### config.mk
export PLATFORM = sky130hd
export DESIGN_NAME = stack_arb
export DESIGN_NICKNAME = d
export VERILOG_FILES = /design/src/rtl/stack_pkg.sv /design/src/rtl/stack.sv /design/src/rtl/stack_arb.sv
export SDC_FILE = /design/constraint.sdc
export NUM_CORES = 1
export LEC_CHECK = 0
export ABC_CLOCK_PERIOD_IN_PS = 6890
export CAP_MARGIN = 20
export CORE_MARGIN = 2
export CORE_UTILIZATION = 45
export DETAILED_ROUTE_END_ITERATION = 8
export SYNTH_ARGS = -nofsm -noshare
export SYNTH_HDL_FRONTEND = slang
export SYNTH_HIERARCHICAL = 1
export SYNTH_SLANG_ARGS = --single-unit
### constraint.sdc
create_clock -name clk -period 6.89 [get_ports clk]
set_input_delay 2.067 -clock clk [delete_from_list [all_inputs] [get_ports clk]]
set_output_delay 2.067 -clock clk [all_outputs]
set_load 0.05 [all_outputs]
### src/rtl/stack_pkg.sv
// Shared types and defaults for the arbitrated stack.
package stack_pkg;
  typedef enum logic [1:0] {RUN, FLUSH, DRAIN} state_t;
  localparam int STACK_WIDTH = 32;
  localparam int STACK_DEPTH = 16;
endpackage

### src/rtl/stack.sv
// LIFO storage with a synchronous active-high clear; data_out always shows the top entry.
module stack
  import stack_pkg::*;
#(
  parameter int WIDTH = STACK_WIDTH,
  parameter int DEPTH = STACK_DEPTH
) (
  input  logic             clk,
  input  logic             rst,
  input  logic             push,
  input  logic             pop,
  input  logic [WIDTH-1:0] data_in,
  output logic [WIDTH-1:0] data_out,
  output logic             empty,
  output logic             full
);
  localparam int AW = (DEPTH > 1) ? $clog2(DEPTH) : 1;
  localparam int CW = $clog2(DEPTH) + 1;

  logic [WIDTH-1:0] mem [DEPTH];
  logic [CW-1:0]    sp;
  logic [CW-1:0]    sp_m1;

  assign empty = (sp == '0);
  assign full  = (sp == CW'(DEPTH));
  assign sp_m1 = sp - CW'(1);
  assign data_out = empty ? '0 : mem[sp_m1[AW-1:0]];

  always_ff @(posedge clk) begin
    if (rst)                 sp <= '0;
    else if (push && !full)  sp <= sp + CW'(1);
    else if (pop && !empty)  sp <= sp_m1;
  end

  // Storage carries no reset; occupancy is tracked by sp alone.
  always_ff @(posedge clk) begin
    if (!rst && push && !full) mem[sp[AW-1:0]] <= data_in;
  end
endmodule

### src/rtl/stack_arb.sv
// Round-robin arbiter in front of a shared stack, with a RUN/FLUSH/DRAIN flush sequencer.
module stack_arb
  import stack_pkg::*;
#(
  parameter int WIDTH = STACK_WIDTH,
  parameter int DEPTH = STACK_DEPTH,
  parameter int NREQ  = 2,
  localparam int IW   = (NREQ > 1) ? $clog2(NREQ) : 1,
  localparam int CW   = $clog2(DEPTH) + 1
) (
  input  logic                  clk,
  input  logic                  rst,
  input  logic                  flush,
  input  logic [NREQ-1:0]       req_valid,
  input  logic [NREQ-1:0]       req_pop,
  input  logic [NREQ*WIDTH-1:0] req_data,
  output logic [NREQ-1:0]       req_ready,
  output logic                  rsp_valid,
  output logic [IW-1:0]         rsp_id,
  output logic [WIDTH-1:0]      rsp_data,
  output logic [CW-1:0]         count,
  output logic                  busy
);
  state_t                       state, state_nx;
  logic [IW-1:0]                rr_ptr;
  logic [NREQ-1:0][WIDTH-1:0]   rd;
  logic [NREQ-1:0]              elig;
  logic                         gnt_any;
  logic [IW-1:0]                gnt_idx;
  logic                         push, pop, empty, full;
  logic [WIDTH-1:0]             top;

  assign rd   = req_data;
  assign busy = (state != RUN);

  // Flush wins over any request in the same cycle; nothing is granted in reset.
  for (genvar i = 0; i < NREQ; i++) begin : g_elig
    assign elig[i] = rst && req_valid[i] && (req_pop[i] ? !empty : !full)
                     && (state == RUN) && !flush;
    assign req_ready[i] = gnt_any && (gnt_idx == IW'(i));
  end

  always_comb begin : rr_sel
    int j;
    gnt_any = 1'b0;
    gnt_idx = '0;
    for (int k = 0; k < NREQ; k++) begin
      j = int'(rr_ptr) + k;
      if (j >= NREQ) j = j - NREQ;
      if (!gnt_any && elig[j]) begin
        gnt_any = 1'b1;
        gnt_idx = IW'(j);
      end
    end
  end

  assign push = gnt_any && !req_pop[gnt_idx];
  assign pop  = gnt_any &&  req_pop[gnt_idx];

  always_comb begin
    state_nx = state;
    case (state)
      RUN:     if (flush) state_nx = FLUSH;
      FLUSH:   state_nx = DRAIN;
      DRAIN:   if (!flush) state_nx = RUN;
      default: state_nx = RUN;
    endcase
  end

  always_ff @(posedge clk) begin
    if (!rst) begin
      state     <= RUN;
      rr_ptr    <= '0;
      count     <= '0;
      rsp_valid <= 1'b0;
      rsp_id    <= '0;
      rsp_data  <= '0;
    end else begin
      state     <= state_nx;
      rsp_valid <= pop;
      rsp_id    <= pop ? gnt_idx : '0;
      rsp_data  <= pop ? top : '0;
      if (gnt_any)
        rr_ptr <= (gnt_idx == IW'(NREQ - 1)) ? '0 : gnt_idx + IW'(1);
      if (state == FLUSH) count <= '0;
      else if (push)      count <= count + CW'(1);
      else if (pop)       count <= count - CW'(1);
    end
  end

  stack #(.WIDTH(WIDTH), .DEPTH(DEPTH)) u_stack (
    .clk      (clk),
    .rst      (!rst || (state == FLUSH)),
    .push     (push),
    .pop      (pop),
    .data_in  (rd[gnt_idx]),
    .data_out (top),
    .empty    (empty),
    .full     (full)
  );
endmodule

Word level (Yosys, flattened, before mapping)

Memory sizes are Yosys's and may differ from the RTL's. A register that Yosys moved wholly into a read port is not among the register bits.
Index checks and enable logic that the tools add are counted.

Bits in registers: 15
Latch bits: 0
RAM bits: 512
Memory bits (read-only): 0
Input port bits: 71
Output and inout bits: 42
Word-level logic and storage cells: 90
Memories kept: 1

Memory list:

| memory      | depth | bits a word | rd ports | clocked after memory_dff | write ports | RTL line    | RTL |
|---|---|---|---|---|---|---|---|
| u_stack.mem | 16    | 32          | 1        | 1                        | 1           | stack.sv:20 | `logic [WIDTH-1:0] mem [DEPTH];` |

Add/subtract/negate cells: 8
Multipliers: 0
Div/mod/pow operators: 0
Order comparisons: 5
Equality and inequality tests: 5
Shifts and indexed selects: 0
Mux-type cells: 28
Bitwise gates (word level): 3
Reduce and logical (&&, ||, !) cells: 34

Operators by type and width:

| kind                | number |
|---|---|
| $mux 32             | 4 |
| $lt 32x3->1 const B | 2 |
| $mux 5              | 4 |
| $logic_and 1x1->1   | 17 |
| $mux 1              | 17 |
| $add 5x1->5 const B | 2 |
| $sub 5x1->5 const B | 2 |
| $logic_not 1->1     | 7 |
| $pmux 2 s3          | 1 |
| $reduce_bool 2->1   | 3 |
| $eq 5x5->1 const B  | 1 |
| $logic_not 5->1     | 1 |
| $mux 2              | 2 |
| $ne 2x2->1 const B  | 2 |
| $reduce_and 2->1    | 2 |
| $not 1->1           | 3 |
| $reduce_or 3->1     | 1 |
| $sub 1x2->3 const B | 1 |
| $sub 2x2->3 const B | 1 |
| $add 1x1->2 const B | 1 |
| $eq 2x1->1 const B  | 1 |
| $eq 2x2->1 const B  | 1 |
| $ge 1x2->1 const B  | 1 |
| $ge 2x2->1 const B  | 1 |
| other kinds (5)     | 5 |

Depth between registers and ports, before layout

Depth in word-level cells: 21
Depth in mapped cells: 22
Gate-level depth less buffers: 17

Modules after synthesis

Netlist, hierarchy kept.

Modules (own cells, without submodules):

| module    | times used | cells an instance | area an instance (um^2) | sequential area each (um^2) |
|---|---|---|---|---|
| stack     | 1          | 865               | 19922.9                 | 15474.8 |
| stack_arb | 1          | 240               | 1874.3                  | 840.8 |

Least setup slack after synthesis

Ideal clock, no wire load.

Path kind: input-to-reg
Start: input req_pop[1]
End: memory u_stack/mem[15][0] (netlist name), enable pin
Library setup time: 421 ps
Arrival: 5452 ps
Required time: 6469 ps
Setup slack: 1017 ps
Stages: 11
Path buffers: 1
Cell sequence: mux2i_4 -> nand2_2 -> or4_4 -> buf_6 -> a21oi_2 -> nand2_1 -> inv_2 -> inv_1 -> nor3_1 -> nand2_1 -> nor2_1

Cells in the longest elaborated chain, start to end: 19
Elaborated cells on any way between the ends: 24
Those cells by class: mux (15); reduce/logical (9)

RTL lines:

| element                                   | RTL line        | RTL |
|---|---|---|
| from (decl)                               | stack_arb.sv:15 | `input logic [NREQ-1:0] req_pop,` |
| $mux 1                                    | stack_arb.sv:38 | `assign elig[i] = rst && req_valid[i] && (req_pop[i] ? !empty : !full)` |
| $logic_and 1x1->1                         | stack_arb.sv:38 |  |
| $logic_and 1x1->1 (2 in a row)            | stack_arb.sv:39 | `&& (state == RUN) && !flush;` |
| $mux 1 (not written as such) (3 in a row) | stack_arb.sv:50 | `if (!gnt_any && elig[j]) begin` |
| $mux 1                                    | stack_arb.sv:50 |  |
| $logic_not 1->1                           | stack_arb.sv:50 |  |
| $logic_and 1x1->1                         | stack_arb.sv:50 |  |
| $mux 1                                    | stack_arb.sv:50 |  |
| $mux 1 (not written as such) (2 in a row) | stack_arb.sv:57 | `assign push = gnt_any && !req_pop[gnt_idx];` |
| $logic_not 1->1                           | stack_arb.sv:57 |  |
| $logic_and 1x1->1 (*)                     | stack_arb.sv:57 |  |
| named net push                            | stack_arb.sv:30 | `logic push, pop, empty, full;` |
| $logic_and 1x1->1 (*) (2 in a row)        | stack.sv:37     | `if (!rst && push && !full) mem[sp[AW-1:0]] <= data_in;` |
| $mux 1 (*)                                | stack.sv:37     |  |
| $mux 1 (not written as such) (*)          | stack.sv:37     |  |
| to (decl)                                 | stack.sv:20     |  |

Mark *: on every way through the listed nets, which the timed path passes. The rest lies on a longest branch. The select of a mux whose other input is x is not followed.

Worst setup path after layout

Start: input req_pop[1]
End: output req_ready[0]

Cells in the longest elaborated chain, start to end: 13
Elaborated cells on any way between the ends: 18
Those cells by class: mux (11); bitwise (1); reduce/logical (6)

RTL lines:

| element                                   | RTL line        | RTL |
|---|---|---|
| $mux 1 (*)                                | stack_arb.sv:38 |  |
| $logic_and 1x1->1 (*)                     | stack_arb.sv:38 |  |
| $logic_and 1x1->1 (*) (2 in a row)        | stack_arb.sv:39 |  |
| $mux 1 (not written as such) (3 in a row) | stack_arb.sv:50 |  |
| $mux 1                                    | stack_arb.sv:50 |  |
| $logic_not 1->1                           | stack_arb.sv:50 |  |
| $logic_and 1x1->1                         | stack_arb.sv:50 |  |
| $mux 1                                    | stack_arb.sv:50 |  |
| $not 1->1                                 | stack_arb.sv:40 | `assign req_ready[i] = gnt_any && (gnt_idx == IW'(i));` |
| $logic_and 1x1->1 (*)                     | stack_arb.sv:40 |  |
| to (decl)                                 | stack_arb.sv:17 | `output logic [NREQ-1:0] req_ready,` |

Every way passes the cells marked *; elsewhere a longest branch is shown, timed or not. The select of a mux whose other input is x is not followed.

==> results.sh <==
export IMPL_status="finished, final reports clean"
export IMPL_p_per_area_nw_per_um2=280
export IMPL_drt_wl_total_um=47000
export IMPL_area_delta_synth_final_pct=18.9
export IMPL_grt_setup_unrepaired="false"
export IMPL_finalHoldViolCount=0
export IMPL_layout_drive_gt1_share_pct=22.2
export IMPL_r2r_slack_ns=1.60
export IMPL_slew_headroom_pct=30.5
export IMPL_drv_cap=0
export IMPL_fin_setup_tns_ns=0
export IMPL_synth_edff_count=512
export IMPL_top_layer_used="met4"
export IMPL_clock_latency_ns=0.60
export IMPL_mostFrequentLayoutCells="edfxtp_1, mux4_2, nand2_1, clkdlybuf4s50_1, mux2i_1"
export IMPL_design_core_area_um2=47700
export IMPL_cpPeakStageDelay_ns=0.67
export IMPL_tightest_slew_ns=1.04
export IMPL_cts_tree="yes"
export IMPL_p_switching_uw=1460
export IMPL_clock_fmax_mhz=161
export IMPL_portBuffers=112
export IMPL_clockPowerShare_pct=44.4
export IMPL_wl_per_cell_um=24.6
export IMPL_ys_seq_area_share_pct=74.9
export IMPL_p_leak_uw=0.00863
export IMPL_ir_worst_vdd_mv=0.225
export IMPL_switching_share_pct=20.1
export IMPL_ant_nets=0
export IMPL_finalPower_uw=7250
export IMPL_maxSlewViolCount=0
export IMPL_vias=10643
export IMPL_finalSetupViolations=0
export IMPL_critPathMaxFanout=20
export IMPL_n_antenna_cell=0
export IMPL_path_clk_slew_ns=0.06
export IMPL_synth_cells=1105
export IMPL_seqPwrFrac_pct=51.4
export IMPL_viasPerCell=5.56
export IMPL_crit_family="buffers and inverters"
export IMPL_min_path_type="reg2reg"
export IMPL_nets=1332
export IMPL_hold_path_end="count[3]$_SDFFE_PP0P_"
export IMPL_initial_utilization_pct=45.7
export IMPL_cts_setup_buffers=0
export IMPL_avgSynthCellArea_um2=19.7
export IMPL_clock_skew_ns=0.0153
export IMPL_drc=0
export IMPL_period_needed_ns=6.20
export IMPL_cts_root_buf="clkbuf_16"
export IMPL_drt_pass1_iterations=4
export IMPL_clk_path_buf_depth=3
export IMPL_synth_cell_types=57
export IMPL_power_frac_comb_pct=4.2
export IMPL_critPathLaunchType="input pin"
export IMPL_fp_dieW_um=224
export IMPL_hold_depth=2
export IMPL_worst_r2r_cell_count=15
export IMPL_ys_flop_type="edfxtp_1"
export IMPL_grt_usage_pct=19.2
export IMPL_grt_max_degree=116
export IMPL_cts_sinks=559
export IMPL_dp_cells=1808
export IMPL_p_int_uw=5790
export IMPL_syn_area_um2=21800
export IMPL_place_congestion=0.768
export IMPL_holdBufCountCts=0
export IMPL_wl_met2_um=24100
export IMPL_htree_levels=2
export IMPL_timing_rr_start="u_stack/sp[0]$_SDFFE_PP0P_"
export IMPL_met1_length_um=19500
export IMPL_ios=113
export IMPL_num_rows=80
export IMPL_fp_dieArea_um2=50200
export IMPL_grt_pass1_vias=11032
export IMPL_antenna_found_initial=1
export IMPL_overflow=0
export IMPL_routed_wl_met3_um=2200
export IMPL_fp_dieH_um=224
export IMPL_ys_warn_count=6
export IMPL_drtIter0Drc=824
export IMPL_dp_hpwl_um=28100
export IMPL_synth_nets=1185
export IMPL_cts_repair_resized=0
export IMPL_crit_chain="clkdlybuf4s50_1 -> mux2i_4 -> nand2_2 -> or4_4 -> inv_2 -> nor2_1 -> buf_4"
export IMPL_async_flop_share_pct=0
export IMPL_instances_no_fill=1915
export IMPL_arrival_ns=4.14
export IMPL_fill_cells=3673
export IMPL_cts_inserted_buffers=57
export IMPL_r2r_end="u_stack/mem[14][10]$_DFFE_PP_"
export IMPL_crit_path_end_kind="output port"
export IMPL_cp_num_buf_inv=3
export IMPL_final_common_cell="edfxtp_1"
export IMPL_critPathKind="in2out"
export IMPL_crit_slowest_cell="or4_4"
export IMPL_required_ns=4.82
export IMPL_period_share_pct=90.0
export IMPL_min_delay_start="count[3]$_SDFFE_PP0P_"
export IMPL_ys_ff_latch=559
export IMPL_grt_pass1_wl_um=70600
[tightest hold or removal path: stages (launching register included)]
cell     delay [ns]
dfxtp_1        0.33
nand2_1        0.07
a21oi_1        0.05
[synthesized netlist by cell type (all sizes together), types with 9 or more instances]
library cell | n | share of area, %
buf | 39 | 1.0
mux2i | 63 | 3.0
a21oi | 9 | 0.22
mux4 | 128 | 13
edfxtp | 512 | 71
clkbuf | 16 | 0.28
o22ai | 33 | 0.95
nand2 | 117 | 2.0
inv | 12 | 0.21
dfxtp | 47 | 4.3
and2 | 33 | 0.95
nor2 | 26 | 0.45
[power by group through the flow]
stage                     combinational [uW]  clock, uW  sequential (uW)
after global placement                   308          0             3800
after floorplan                          176          0             3800
after global routing                     330       3420             3730
after CTS                                312       3290             3730
after detailed placement                 312          0             3800
final                                    303       3220             3730
[how the worst max path moves through the flow]
| stage | end | cells past startpoint | startpoint | slack (ns) |
|---|---|---|---|---|
| floorplan | u_stack/mem[15][0]$_DFFE_PP_ | 11 | req_pop[1] | 1.02 |
| global placement | u_stack/mem[14][16]$_DFFE_PP_ | 12 | req_pop[1] | 0.59 |
| detailed placement | u_stack/mem[15][14]$_DFFE_PP_ | 12 | req_pop[1] | 0.51 |
| CTS | req_ready[0] | 7 | req_pop[1] | 0.68 |
| global route | req_ready[0] | 7 | req_pop[1] | 0.60 |
| finish | req_ready[0] | 7 | req_pop[1] | 0.69 |
[kinds of logic after synthesis]
family	synth area share [%]
buffers and inverters	1.53
multiplexers	16.2
AND/OR/NAND/NOR	4.42
XOR/XNOR	0.276
flip-flops	74.9
AO/OA/AOI/OAI	2.15
adder cells (fa/ha/maj)	0.551
[final cells by class]
type / count / area (um2) / share of cell area [%]
well taps: 615 / 769 / 2.97
flip-flops and latches: 559 / 16300 / 63.0
clock buffers: 82 / 1670 / 6.45
inverters: 12 / 45.0 / 0.174
multi-input cells: 479 / 5300 / 20.4
repair buffers: 143 / 1500 / 5.78
clock inverters: 25 / 313 / 1.21
[sequential cells by signal, indices dropped and copies added, names as in the netlist]
signal       flops
rr_ptr           1
u_stack/mem    512
state            2
count            5
rsp_id           1
u_stack/sp       5
rsp_valid        1
rsp_data        32
[layer usage]
metal  track usage [%]  vias to the layer above
met2              32.9                      228
met4              5.72                        0
met1              24.9                     5609
li1                  -                     4732
met3              3.91                       74
met5                 0                        -
[stage by stage]
stage | util [%] | worst slack [ns] | area, um2 | hold WS, ns
floorplan | - | 1.02 | 21800 | 0.478
global placement | 50.1 | 0.590 | 23900 | 0.497
detailed placement | 50.1 | 0.510 | 23900 | 0.490
CTS | 54.3 | 0.676 | 25900 | 0.500
global route | 54.3 | 0.602 | 25900 | 0.535
finish | 54.3 | 0.688 | 25900 | 0.500
(Power assumes the default switching activity.)
